`src/rtl/pwm_multi_channel.sv`:
```
// Multi-channel PWM generator: one shared period counter, per-channel duty compare,
// and shadow registers so period/duty updates take effect only at period boundaries.
module pwm_multi_channel #(
  parameter int unsigned NUM_CH     = 4,
  parameter int unsigned CNT_W      = 28,
  parameter int unsigned RST_PERIOD = 5000,
  parameter int unsigned RST_DUTY   = 2500
) (
  input  logic                    clock_in,
  input  logic                    reset,
  input  logic                    enable,
  input  logic [CNT_W-1:0]        period_in,
  input  logic [NUM_CH*CNT_W-1:0] duty_in,
  input  logic                    load,
  output logic [NUM_CH-1:0]       pwm_out,
  output logic                    period_tick,
  output logic                    update_pending
);

  localparam int unsigned MIN_PERIOD = 2;

  typedef enum logic {
    S_IDLE = 1'b0,
    S_RUN  = 1'b1
  } state_t;

  state_t r_state;
  state_t w_state_nxt;

  logic [CNT_W-1:0]  r_cnt;
  logic [CNT_W-1:0]  r_act_period;
  logic [CNT_W-1:0]  r_sh_period;
  logic [CNT_W-1:0]  r_act_duty [NUM_CH];
  logic [CNT_W-1:0]  r_sh_duty  [NUM_CH];
  logic [NUM_CH-1:0] r_pwm;
  logic              r_tick;
  logic              r_pend;

  logic [CNT_W-1:0]  w_duty_in [NUM_CH];
  logic [CNT_W-1:0]  w_period_clamped;
  logic [CNT_W-1:0]  w_cnt_cur;
  logic [CNT_W-1:0]  w_last;
  logic [NUM_CH-1:0] w_pwm_cmp;
  logic              w_wrap;

  logic              w_run;
  logic              w_cap_shadow;
  logic              w_cap_active;
  logic              w_apply_shadow;
  logic              w_pend_nxt;

  // Input unpacking and period clamp
  always_comb begin
    for (int i = 0; i < int'(NUM_CH); i++) begin
      w_duty_in[i] = duty_in[i*CNT_W +: CNT_W];
    end
    w_period_clamped = (period_in < CNT_W'(MIN_PERIOD)) ? CNT_W'(MIN_PERIOD) : period_in;
  end

  // The first RUN edge after IDLE always counts from zero
  always_comb begin
    w_cnt_cur = (r_state == S_RUN) ? r_cnt : '0;
    w_last    = r_act_period - CNT_W'(1);
    w_wrap    = (w_cnt_cur >= w_last);
    for (int i = 0; i < int'(NUM_CH); i++) begin
      w_pwm_cmp[i] = (w_cnt_cur < r_act_duty[i]);
    end
  end

  always_ff @(posedge clock_in or posedge reset) begin
    if (reset) r_state <= S_IDLE;
    else       r_state <= w_state_nxt;
  end

  always_comb begin
    w_state_nxt = enable ? S_RUN : S_IDLE;
  end

  // Per-edge control: where loads land and when the shadow is promoted
  always_comb begin
    w_run          = 1'b0;
    w_cap_shadow   = 1'b0;
    w_cap_active   = 1'b0;
    w_apply_shadow = 1'b0;
    w_pend_nxt     = r_pend;
    case (w_state_nxt)
      S_IDLE: begin
        if (load) begin
          w_cap_shadow = 1'b1;
          w_cap_active = 1'b1;
        end else if (r_pend) begin
          w_apply_shadow = 1'b1;
        end
        w_pend_nxt = 1'b0;
      end
      S_RUN: begin
        w_run = 1'b1;
        if (load) begin
          w_cap_shadow = 1'b1;
          w_cap_active = w_wrap;
          w_pend_nxt   = ~w_wrap;
        end else if (w_wrap && r_pend) begin
          w_apply_shadow = 1'b1;
          w_pend_nxt     = 1'b0;
        end
      end
      default: begin
        w_run = 1'b0;
      end
    endcase
  end

  // Counter and registered outputs
  always_ff @(posedge clock_in or posedge reset) begin
    if (reset) begin
      r_cnt  <= '0;
      r_pwm  <= '0;
      r_tick <= 1'b0;
      r_pend <= 1'b0;
    end else begin
      if (w_run) begin
        r_cnt  <= w_wrap ? '0 : (w_cnt_cur + CNT_W'(1));
        r_pwm  <= w_pwm_cmp;
        r_tick <= w_wrap;
      end else begin
        r_cnt  <= '0;
        r_pwm  <= '0;
        r_tick <= 1'b0;
      end
      r_pend <= w_pend_nxt;
    end
  end

  // Shadow and active period/duty registers
  always_ff @(posedge clock_in or posedge reset) begin
    if (reset) begin
      r_act_period <= CNT_W'(RST_PERIOD);
      r_sh_period  <= CNT_W'(RST_PERIOD);
      for (int i = 0; i < int'(NUM_CH); i++) begin
        r_act_duty[i] <= CNT_W'(RST_DUTY);
        r_sh_duty[i]  <= CNT_W'(RST_DUTY);
      end
    end else begin
      if (w_cap_shadow) begin
        r_sh_period <= w_period_clamped;
        for (int i = 0; i < int'(NUM_CH); i++) begin
          r_sh_duty[i] <= w_duty_in[i];
        end
      end
      if (w_cap_active) begin
        r_act_period <= w_period_clamped;
        for (int i = 0; i < int'(NUM_CH); i++) begin
          r_act_duty[i] <= w_duty_in[i];
        end
      end else if (w_apply_shadow) begin
        r_act_period <= r_sh_period;
        for (int i = 0; i < int'(NUM_CH); i++) begin
          r_act_duty[i] <= r_sh_duty[i];
        end
      end
    end
  end

  assign pwm_out        = r_pwm;
  assign period_tick    = r_tick;
  assign update_pending = r_pend;

endmodule

```
`config.mk`:
```
export PLATFORM = sky130hd
export DESIGN_NAME = pwm_multi_channel
export DESIGN_NICKNAME = d
export VERILOG_FILES = /design/src/rtl/pwm_multi_channel.sv
export SDC_FILE = /design/constraint.sdc
export NUM_CORES = 1
export LEC_CHECK = 0
export CAP_MARGIN = 10
export CORE_MARGIN = 2
export CORE_UTILIZATION = 32
export DETAILED_ROUTE_END_ITERATION = 6
export PLACE_DENSITY = 0.6
export SLEW_MARGIN = 15
export SYNTH_ARGS = -nofsm -noshare
export SYNTH_HDL_FRONTEND = slang
export SYNTH_SLANG_ARGS = --single-unit
```
`constraint.sdc`:
```
create_clock -name clock_in -period 23.1 [get_ports clock_in]
set_clock_uncertainty 0.1 [all_clocks]
set_input_delay 4.62 -clock clock_in [delete_from_list [all_inputs] [get_ports clock_in]]
set_output_delay 4.62 -clock clock_in [all_outputs]
set_load 0.1 [all_outputs]
```
# After elaboration in Yosys (flattened, before gate mapping)

Index checks and enable logic that the tools add are counted.

RAM bits: 0
Memories: 0
Output and inout bits: 6
Flip-flop bits (word level): 315
Input port bits: 144
Bits in latches: 0
Memory bits (read-only): 0

Shift operators: 0
Divide/modulo/power cells: 0
Equality and inequality tests: 1
Muxes and demuxes: 23
$mul: 0
Add/sub/neg operators: 2
$lt $le $gt $ge: 6
Bitwise gates (word level): 2
Reduce and logical (&&, ||, !) cells: 2

Operator list:

| kind                  | number |
|---|---|
| $mux 112              | 2 |
| $mux 28               | 6 |
| $lt 28x28->1          | 4 |
| $add 28x1->28 const B | 1 |
| $ge 28x28->1          | 1 |
| $lt 28x2->1 const B   | 1 |
| $sub 28x1->28 const B | 1 |
| $mux 1                | 11 |
| $pmux 1 s2            | 3 |
| $mux 4                | 1 |
| $ne 3x2->1 const B    | 1 |
| $not 1->1             | 2 |
| $reduce_bool 2->1     | 1 |
| $logic_and 1x1->1     | 1 |

# Logic depth before layout (Yosys ltp)

Gate-level depths: netlist of the first run.

Depth in word-level cells: 8
Gate-level depth with buffers: 16
Mapped depth without buffers: 13

# Worst setup path before layout of the first run

OpenSTA, ideal clock, no wires.

Path kind: input port to flip-flop
Start: in load
End: reg r_act_duty[10] (netlist bit)
Arrival: 6115 ps
Stages: 5
Library setup time: 125 ps
Slack: 16761 ps
Buffers on the path: 3
Cell sequence: clkbuf_1 clkbuf_1 clkbuf_1 mux2_2 mux2_2

Cells in the longest elaborated chain, start to end: 3
Elaborated cells on any way between the ends: 8

RTL lines:

| item                                          | RTL line | source |
|---|---|---|
| start, declared                               | 14       | `input logic load,` |
| $mux 1, on equally long branches              | 98, 88   |  |
| $pmux 1 s2                                    | 86       | `case (w_state_nxt)` |
| $mux 112 or $reduce_bool 2->1 (tied branches) | --       |  |
| end signal, assigned by index                 | 140      | `r_act_duty[i] <= CNT_W'(RST_DUTY);` |
| end signal, assigned by index                 | 153      | `r_act_duty[i] <= w_duty_in[i];` |
| end signal, assigned by index                 | 158      | `r_act_duty[i] <= r_sh_duty[i];` |
| end, declared                                 | 33       | `logic [CNT_W-1:0] r_act_duty [NUM_CH];` |

Parallel ways exist; a longest one is shown, timed or not.
A chain may end at the register's enable or synchronous reset.

# Final worst setup path of the first run

Start: reg r_pend, in the netlist update_pending
End: out update_pending

RTL lines:

| item                   | RTL line | source |
|---|---|---|
| start, declared        | 37       | `logic r_pend;` |
| start signal, assigned | 130      | `r_pend <= w_pend_nxt;` |
| end, declared          | 17       | `output logic update_pending` |

No word-level cell between the ends.

==> flow_summary.json, run 1 <==
{
  "status": "complete, no violations",
  "reg2reg_depth": 15,
  "clkSlewWorstSetupHoldPaths_ps": 60,
  "worstHoldPathCells": 2,
  "period_share_pct": 31.71,
  "fin_area_um2": 20790,
  "hold_viol_final": 0,
  "gp_congestion": 0.8504,
  "rrSetupSlack_ps": 17630,
  "ys.flop_type": "dfrtp_1",
  "p_leak_nw": 9.651,
  "reg2reg_from": "r_act_period[5]",
  "max_freq_mhz": 136.5,
  "synth_cell_type_count": 56,
  "final_util_pct": 38.56,
  "grt_overflow": 0,
  "grt_max_degree": 160,
  "worst_ep_arrival_time_ps": 2600,
  "cp.depth": 1,
  "tightest_slew_ps": 1111,
  "htreeDepth": 2,
  "slew_viol_final": 0,
  "layout_setup_ws_ps": 15780,
  "dp_slack_ps": 15400,
  "vias": 12930,
  "r2r_end": "r_act_duty[84]",
  "finalWirelength_mm": 47.53,
  "maxCapViolCount": 0,
  "core_area_um2": 53920,
  "die-area_um2": 56530,
  "ir_worst_vdd_mv": 0.04175,
  "crit_type": "reg -> out",
  "dp_hpwl_mm": 32.58,
  "avgRoutedWirePerCell_um": 18.89,
  "cellPowerDensity_nw_per_um2": 71.15,
  "die_w_um": 237.8,
  "clock_path_buffers": 3,
  "clock_latency_ps": 540,
  "min_from": "r_sh_duty[92]",
  "hold_path.class": "reg -> reg",
  "viasPerCell": 5.139,
  "setup.worst_path.end_class": "primary output",
  "grt_usage_pct": 17.08,
  "post-place-cells": 2452,
  "critPathLaunchType": "flop",
  "fp-row-count": 85,
  "clock_sinks": 315,
  "crit_chain": "clkdlybuf4s50_1",
  "io_buffers": 149,
  "cts_setup_buffers": 0,
  "antenna_left": 0,
  "syn_inst": 1682,
  "synth-seq-area-share_pct": 45.44,
  "initialDrtViolationCount": 905,
  "area_growth_pct": 18.92,
  "grt_pass1_vias": 13550,
  "crit_family": "buffers and inverters",
  "tns_ps": 0,
  "syn_nets": 1964,
  "ctsHoldBuffers": 0,
  "antenna_found_initial": 0,
  "initial_core_util_pct": 32.43,
  "drc": 0,
  "firstDrtPassIters": 5,
  "required_ps": 18380,
  "drive_above_1_share_pct": 15.61,
  "crit_path_max_fanout": 49,
  "grt_pass1_wl_mm": 76.00,
  "nets": 2075,
  "syn_area_um2": 17480,
  "placed_cell_area_um2": 19650,
  "yosys_warnings": 0,
  "slew_headroom_pct": 25.92,
  "whs_endpoint": "r_sh_duty[92]",
  "fin_hold_ws_ps": 368.9,
  "ys_async_sr_fraction_pct": 100.0,
  "die_h_um": 237.8,
  "cts_tree": "done",
  "cts-resized-gates": 0,
  "yosys_register_bits": 315,
  "cts_buffers": 35,
  "cpMaxStageDelayCell": "clkdlybuf4s50_1",
  "pin_count": 150,
  "finalPower_mw": 1.479,
  "setup-violations-final": 0,
  "period_minus_slack_ps": 7325,
  "max_stage_delay_ps": 1250,
  "path_buf_inv": 1,
  "instances_no_fill": 2516,
  "root_buffer": "clkbuf_16",
  "postSynthAreaPerCell_um2": 10.39,
  "synth_edf_count": 0,
  "grt_setup_unrepaired": "false"
}
## layer usage
layer  up-vias  wire, um  GRT usage [%]
met5         -         0              0
met4         0      1868          6.804
met2       316     21700          27.08
met1      6366     21570          23.07
met3       106      2381          3.089
li1       6142         -              -
## cells by family after synthesis
family | after synthesis | share of synthesized area, %
adders and majority gates | 138 | 9.876
DFF | 315 | 45.44
and+or+nand+nor | 431 | 13.46
AOI/OAI and AO/OA | 320 | 12.99
xor gates and xnor gates | 51 | 2.555
muxes | 150 | 9.661
buffers and inverters | 277 | 6.018
## cell type report
type | count | area, um2
Fill cell | 5187 | 33130
Antenna cell | 1 | 2.502
Multi-Input combinational cell | 1090 | 8519
Clock inverter | 8 | 72.57
Tap cell | 696 | 870.8
Sequential cell | 315 | 7949
Clock buffer | 55 | 1064
Timing Repair Buffer | 163 | 1602
Inverter | 188 | 713.2
## Yosys cell counts, drive strengths merged (3+ instances only)
| master | n | area, um2 |
|---|---|---|
| or4 | 4 | 37.53 |
| o211ai | 6 | 45.04 |
| a211o | 63 | 551.8 |
| nand4 | 30 | 187.7 |
| or3 | 3 | 18.77 |
| nor4 | 17 | 151.4 |
| clkbuf | 81 | 304.0 |
| a2111oi | 3 | 26.28 |
| xnor2 | 32 | 280.3 |
| nand3b | 64 | 480.5 |
| o21ai | 87 | 435.4 |
| buf | 8 | 42.54 |
| nor3b | 5 | 42.54 |
| o2111ai | 4 | 35.03 |
| a211oi | 7 | 52.55 |
| a21oi | 35 | 175.2 |
| and2 | 28 | 175.2 |
| mux2 | 150 | 1689 |
| nor2b | 5 | 31.28 |
| ha | 138 | 1727 |
| o21a | 6 | 45.04 |
| nor2 | 55 | 206.5 |
| nand2 | 100 | 377.9 |
| a2bb2oi | 63 | 551.8 |
| or2 | 5 | 31.28 |
| nand3 | 17 | 85.08 |
| and3 | 14 | 87.58 |
| xor2 | 19 | 166.4 |
| a21o | 29 | 217.7 |
| inv | 188 | 705.7 |
| dfrtp | 265 | 6631 |
| dfstp | 50 | 1314 |
| nor3 | 77 | 385.4 |
## where the power goes
group	total, mW	internal [mW]	leakage, nW	switching (mW)
Combinational	0.251	0.121	5.37	0.130
Clock	0.553	0.328	0.549	0.225
Sequential	0.676	0.630	3.73	0.0458
Total	1.48	1.08	9.65	0.400
## sequential cells by signal, summed over array words and instances, names as in the netlist
| register | cells |
|---|---|
| r_act_duty | 112 |
| r_cnt | 28 |
| r_sh_duty | 112 |
| update_pending | 1 |
| r_act_period | 28 |
| period_tick | 1 |
| pwm_out | 4 |
| r_sh_period | 28 |
| r_state | 1 |
## how the worst max path moves through the flow
| stage | endpoint | slack, ps | startpoint |
|---|---|---|---|
| after floorplan | period_tick | 9750 | reset |
| after global placement | update_pending | 15450 | reset |
| after detailed placement | update_pending | 15400 | reset |
| after CTS | update_pending | 15760 | update_pending |
| after global routing | update_pending | 15690 | reset |
| final | update_pending | 15780 | update_pending |
## placed cells by master, fill, tap and decap left out, drive strengths merged, types with 17 or more instances in the layout
cell           count
dfstp             50
nor4              17
ha               138
inv              188
nand3b            64
o21ai             87
clkdlybuf4s50    148
nor2              55
a21o              29
mux2             150
and2              28
nand2            100
xnor2             32
nand4             30
a21oi             35
a211o             63
clkbuf            55
xor2              19
nor3              77
nand3             17
a2bb2oi           63
dfrtp            265
(Power assumes the default switching activity.)
==> inputs of run 2 (changes only) <==
Settings changed: PLACE_DENSITY 0.6 to 0.62.
Clock period 23.1 ns to 6.6 ns, I/O delays scaled along.
==> run 2 against run 1 <==
Compared with the run above: hold slack better by 4.5 ps; worst setup slack worse by 14000 ps; clock-buffer cell count down 4.
==> flow_summary.json, run 2 (synthesis gave the netlist of run 1 again) <==
{
  "dp_hpwl_mm": 32.80,
  "crit_path_max_fanout": 46,
  "final_util_pct": 38.95,
  "fin_hold_ws_ps": 373.3,
  "clkSlewWorstSetupHoldPaths_ps": 60,
  "reg2reg_depth": 14,
  "fin_area_um2": 21000,
  "max_freq_mhz": 196.2,
  "die-area_um2": 56530,
  "ctsHoldBuffers": 0,
  "layout_commonest_cell": "dfrtp_1",
  "r2r_end": "r_act_duty[83]",
  "nets": 2083,
  "grt_pass1_vias": 13318,
  "diodes": 0,
  "pin_count": 150,
  "grt_pass1_wl_mm": 75.65,
  "crit_chain": "or4_4, nor4_4, nand2_2, or4_4, nor4_4, xnor2_1, ha_1, nand4_1, nor4_1, o21ai_0, a21oi_4, buf_12, or2_2, o211ai_1",
  "antenna_left": 0,
  "reg_top3": "r_act_duty (112), r_sh_duty (112)",
  "hold_path.class": "reg -> reg",
  "p_leak_nw": 9.742,
  "root_buffer": "clkbuf_16",
  "slew_viol_final": 0,
  "grt_usage_pct": 17.14,
  "setup-violations-final": 0,
  "placed_cell_area_um2": 19760,
  "viasPerCell": 5.141,
  "maxCapViolCount": 0,
  "layout_common_cells": "dfrtp_1, inv_1, mux2_2",
  "firstDrtPassIters": 5,
  "cts_buffers": 37,
  "area_growth_pct": 20.12,
  "worst_ep_arrival_time_ps": 5400,
  "setup.worst_path.end_class": "flop",
  "cts-resized-gates": 0,
  "clock_sinks": 315,
  "whs_endpoint": "r_sh_duty[86]",
  "ir_worst_vdd_mv": 0.1779,
  "gp_congestion": 0.8354,
  "grt_max_degree": 158,
  "worstHoldPathCells": 2,
  "cellPowerDensity_nw_per_um2": 254.6,
  "antenna_found_initial": 2,
  "dp_slack_ps": 1553,
  "rrSetupSlack_ps": 1500,
  "instances_no_fill": 2523,
  "clock_path_buffers": 3,
  "hold_viol_final": 0,
  "drive_above_1_share_pct": 16.42,
  "cts_setup_buffers": 0,
  "die_w_um": 237.8,
  "post-place-cells": 2458,
  "fp-row-count": 85,
  "period_share_pct": 77.24,
  "finalWirelength_mm": 48.14,
  "cts_tree": "done",
  "grt_overflow": 0,
  "min_from": "r_sh_duty[86]",
  "slew_headroom_pct": 35.08,
  "max_stage_delay_ps": 680,
  "initial_core_util_pct": 32.43,
  "initialDrtViolationCount": 899,
  "finalPower_mw": 5.347,
  "status": "complete, no violations",
  "tns_ps": 0,
  "core_area_um2": 53920,
  "vias": 12970,
  "htreeDepth": 2,
  "clock_latency_ps": 550,
  "tightest_slew_ps": 970.8,
  "grt_setup_unrepaired": "false",
  "avgRoutedWirePerCell_um": 19.08,
  "cpMaxStageDelayCell": "a21oi_4",
  "reg2reg_from": "r_act_period[5]",
  "layout_setup_ws_ps": 1502,
  "period_minus_slack_ps": 5098,
  "required_ps": 6900,
  "critPathLaunchType": "flop",
  "crit_type": "reg -> reg",
  "drc": 0,
  "io_buffers": 149,
  "die_h_um": 237.8
}
==> run 2: cell count changes in the layout (fill, tap and decap cells not counted), moves of 2 or more <==
cell        previous run  this run
clkbuf_1              11         4
buf_12                 0         5
clkinvlp_4             3         7
clkbuf_8               7        10
bufinv_16              1         3
==> run 2: metal layers <==
metal | part of all wire (%) | vias to the layer above | GRT usage [%]
li1 | - | 6179 | -
met1 | 47 | 6412 | 23.66
met2 | 46 | 306 | 27.18
met3 | 4.9 | 71 | 3.101
met4 | 2.7 | 2 | 5.470
met5 | 0.029 | - | 0
==> run 2: how the worst max path moves through the flow <==
stage          depth (start not counted)        startpoint              to
2_1_floorplan                          1             reset     period_tick
3_3_place_gp                          14   r_act_period[5]  r_act_duty[83]
3_5_place_dp                          14   r_act_period[5]  r_act_duty[83]
4_1_cts                               14   r_act_period[5]  r_act_duty[83]
5_1_grt                               14  r_act_period[11]  r_act_duty[83]
6_report                              14   r_act_period[5]  r_act_duty[83]
==> run 2: layout make-up <==
| cell class | instances | area [um2] |
|---|---|---|
| inverter | 188 | 709.4 |
| sequential | 315 | 7950 |
| clock buffer | 51 | 1079 |
| multi-input combinational | 1090 | 8519 |
| clock inverter | 14 | 163.9 |
| timing repair buffer | 169 | 1709 |
| tap | 696 | 870.8 |
| fill | 5236 | 32920 |
==> run 2: worst max-delay path: cells and delay by family, from the launching register on <==
| family | cells | cell delay [ps] |
|---|---|---|
| AO/OA/AOI/OAI | 3 | 1010 |
| AND/OR/NAND/NOR | 8 | 2650 |
| flip-flops | 1 | 410 |
| XOR/XNOR | 1 | 100 |
| buffers and inverters | 1 | 320 |
| adder cells (fa/ha/maj) | 1 | 300 |
==> run 2: where the power goes <==
group	leakage [nW]	switching, mW	internal (mW)	total (mW)
Sequential	3.73	0.160	2.21	2.37
Combinational	5.42	0.458	0.429	0.886
Clock	0.596	0.833	1.26	2.09
Total	9.74	1.45	3.90	5.35
==> inputs of run 3 (changes only) <==
Clock period 6.6 ns to 4.34 ns, I/O delays scaled along.
==> run 3 against run 2 <==
Compared with the run above: flip-flop and latch count did not move; die area did not move; clock-buffer cell count rose by 2; hold slack lost 4.2 ps; global-route usage is essentially flat; combinational power rose by 67%; maximum frequency increased by 18%; sequential share of layout area fell by 1.7 points; cell count rose by 3.3%; critical path type unchanged; critical endpoint is now r_act_duty[1]; largest power group unchanged.
==> flow_summary.json, run 3 (synthesis gave the netlist of run 1 again) <==
{
  "placed_cell_area_um2": 20330,
  "diodes": 0,
  "finalWirelength_mm": 49.42,
  "initial_core_util_pct": 32.43,
  "viasPerCell": 5.119,
  "pin_count": 150,
  "antenna_found_initial": 1,
  "rrSetupSlack_ps": 5,
  "max_stage_delay_ps": 560,
  "clkSlewWorstSetupHoldPaths_ps": 60,
  "crit_chain": "or4_4, nor4_4, nand2_2, or4_4, nor4_4, xnor2_1, ha_1, nand4_1, nor4_1, o21ai_1, a21oi_4, buf_6, o22ai_4, buf_6, buf_12, clkbuf_16, mux2_2",
  "num-fill-cells": 5068,
  "initialDrtViolationCount": 769,
  "area_growth_pct": 25.89,
  "die_w_um": 237.8,
  "die-area_um2": 56530,
  "p_leak_nw": 10.27,
  "io_buffers": 149,
  "final_util_pct": 40.82,
  "drc": 0,
  "crit_family": "simple AND/OR/NAND/NOR gates",
  "regArea_um2": 7949,
  "cpMaxStageDelayCell": "or4_4",
  "clock_latency_ps": 540,
  "clock_sinks": 315,
  "reg_top3": "r_act_duty (112), r_sh_duty (112)",
  "maxCapViolCount": 0,
  "antenna_left": 0,
  "tightest_slew_ps": 984.4,
  "grt_setup_unrepaired": "true",
  "grt_usage_pct": 17.10,
  "dp_hpwl_mm": 34.83,
  "vias": 13336,
  "firstDrtPassIters": 5,
  "instances_no_fill": 2605,
  "multi_input_area_um2": 8608,
  "setup.worst_path.end_class": "flop",
  "crit_start": "r_act_period[3]",
  "cellPowerDensity_nw_per_um2": 371.3,
  "period_share_pct": 99.87,
  "min_from": "r_sh_duty[58]",
  "gp_congestion": 0.8479,
  "grt_pass1_vias": 13943,
  "grt_overflow": 0,
  "root_buffer": "clkbuf_16",
  "fp-row-count": 85,
  "worst_ep_arrival_time_ps": 4650,
  "post-place-cells": 2518,
  "hold_viol_final": 0,
  "crit_type": "reg -> reg",
  "drive_above_1_share_pct": 20.69,
  "layout_commonest_cell": "dfrtp_1",
  "die_h_um": 237.8,
  "ir_worst_vdd_mv": 0.2275,
  "fin_area_um2": 22010,
  "htreeDepth": 2,
  "critPathLaunchType": "flop",
  "status": "complete, no violations",
  "grt_pass1_wl_mm": 76.58,
  "hold_path.class": "reg -> reg",
  "setup-violations-final": 0,
  "reg2reg_from": "r_act_period[3]",
  "layout_common_cells": "dfrtp_1, inv_1, mux2_2",
  "cts_buffers": 36,
  "core_area_um2": 53920,
  "max_freq_mhz": 230.7,
  "slew_viol_final": 0,
  "ctsHoldBuffers": 0,
  "cts_tree": "done",
  "required_ps": 4650,
  "nets": 2163,
  "slew_headroom_pct": 34.17,
  "clock_path_buffers": 3,
  "crit_path_max_fanout": 6,
  "path_buf_inv": 4,
  "period_minus_slack_ps": 4335,
  "grt_max_degree": 125,
  "finalPower_mw": 8.172,
  "avgRoutedWirePerCell_um": 18.97
}
-- run 3: cell count changes in the layout (fill, tap and decap cells not counted), sizes merged --
cell and delta:
clkinv +1, clkdlybuf4s50 -1, clkbuf +10, clkinvlp -3
inv +1, buf +74
-- run 3: repair_timing --
action / CTS / global route
pin swaps: 0 / 61
gates resized for setup: 2 / 34
endpoints found under the setup margin: 144 / 168
gates cloned: 0 / 10
buffers inserted: 3 / 8
-- run 3: routing by layer --
| layer | vias up | GRT usage, % | routed length (um) |
|---|---|---|---|
| li1 | 6327 | - | - |
| met4 | 2 | 7.014 | 1842 |
| met2 | 327 | 28.88 | 23860 |
| met1 | 6579 | 21.42 | 21000 |
| met3 | 101 | 3.298 | 2706 |
| met5 | - | 0 | 13 |
-- run 3: final cells by class --
type	count	share of cell area, %
multi-input combinational	1090	39.11
timing repair buffer	250	12.14
clock inverter	13	0.7049
inverter	188	3.223
sequential	315	36.11
tap	696	3.956
clock buffer	53	4.752
-- run 3: path summary, 6_finish.rpt --
path | end | depth (start not counted)
worst max register to register | r_act_duty[1] | 17
worst max-delay path | r_act_duty[1] | 17
worst min-delay path | r_sh_duty[58] | 2
max in group asynchronous | r_sh_duty[30] | 3
min in group asynchronous | r_sh_duty[69] | 2
worst min register to register | r_sh_duty[58] | 2
-- run 3: power breakdown --
group / switching [mW] / total (mW) / leakage (nW) / internal [mW]
Combinational: 0.744 / 1.48 / 5.95 / 0.739
Sequential: 0.233 / 3.59 / 3.73 / 3.35
Clock: 1.24 / 3.10 / 0.582 / 1.86
Total: 2.22 / 8.17 / 10.3 / 5.95
-- run 3: through the flow --
stage | hold WS, ps | worst slack, ps | TNS [ps]
floorplan | 348.4 | -784.0 | -207770
global placement | 359.2 | -19.38 | -449.8
detailed placement | 360.9 | -52.21 | -2483
CTS | 373.0 | -16.46 | -17.30
global route | 385.2 | -213.6 | -22140
finish | 369.1 | 5.431 | 0
-- run 3: worst reg2reg max path, stage by stage (launching register included) --
cell	delay (ps)
dfstp_2	370
or4_4	560
nor4_4	260
nand2_2	100
or4_4	490
nor4_4	240
xnor2_1	90
ha_1	310
nand4_1	160
nor4_1	290
o21ai_1	140
a21oi_4	190
buf_6	130
o22ai_4	60
buf_6	160
buf_12	120
clkbuf_16	160
mux2_2	270
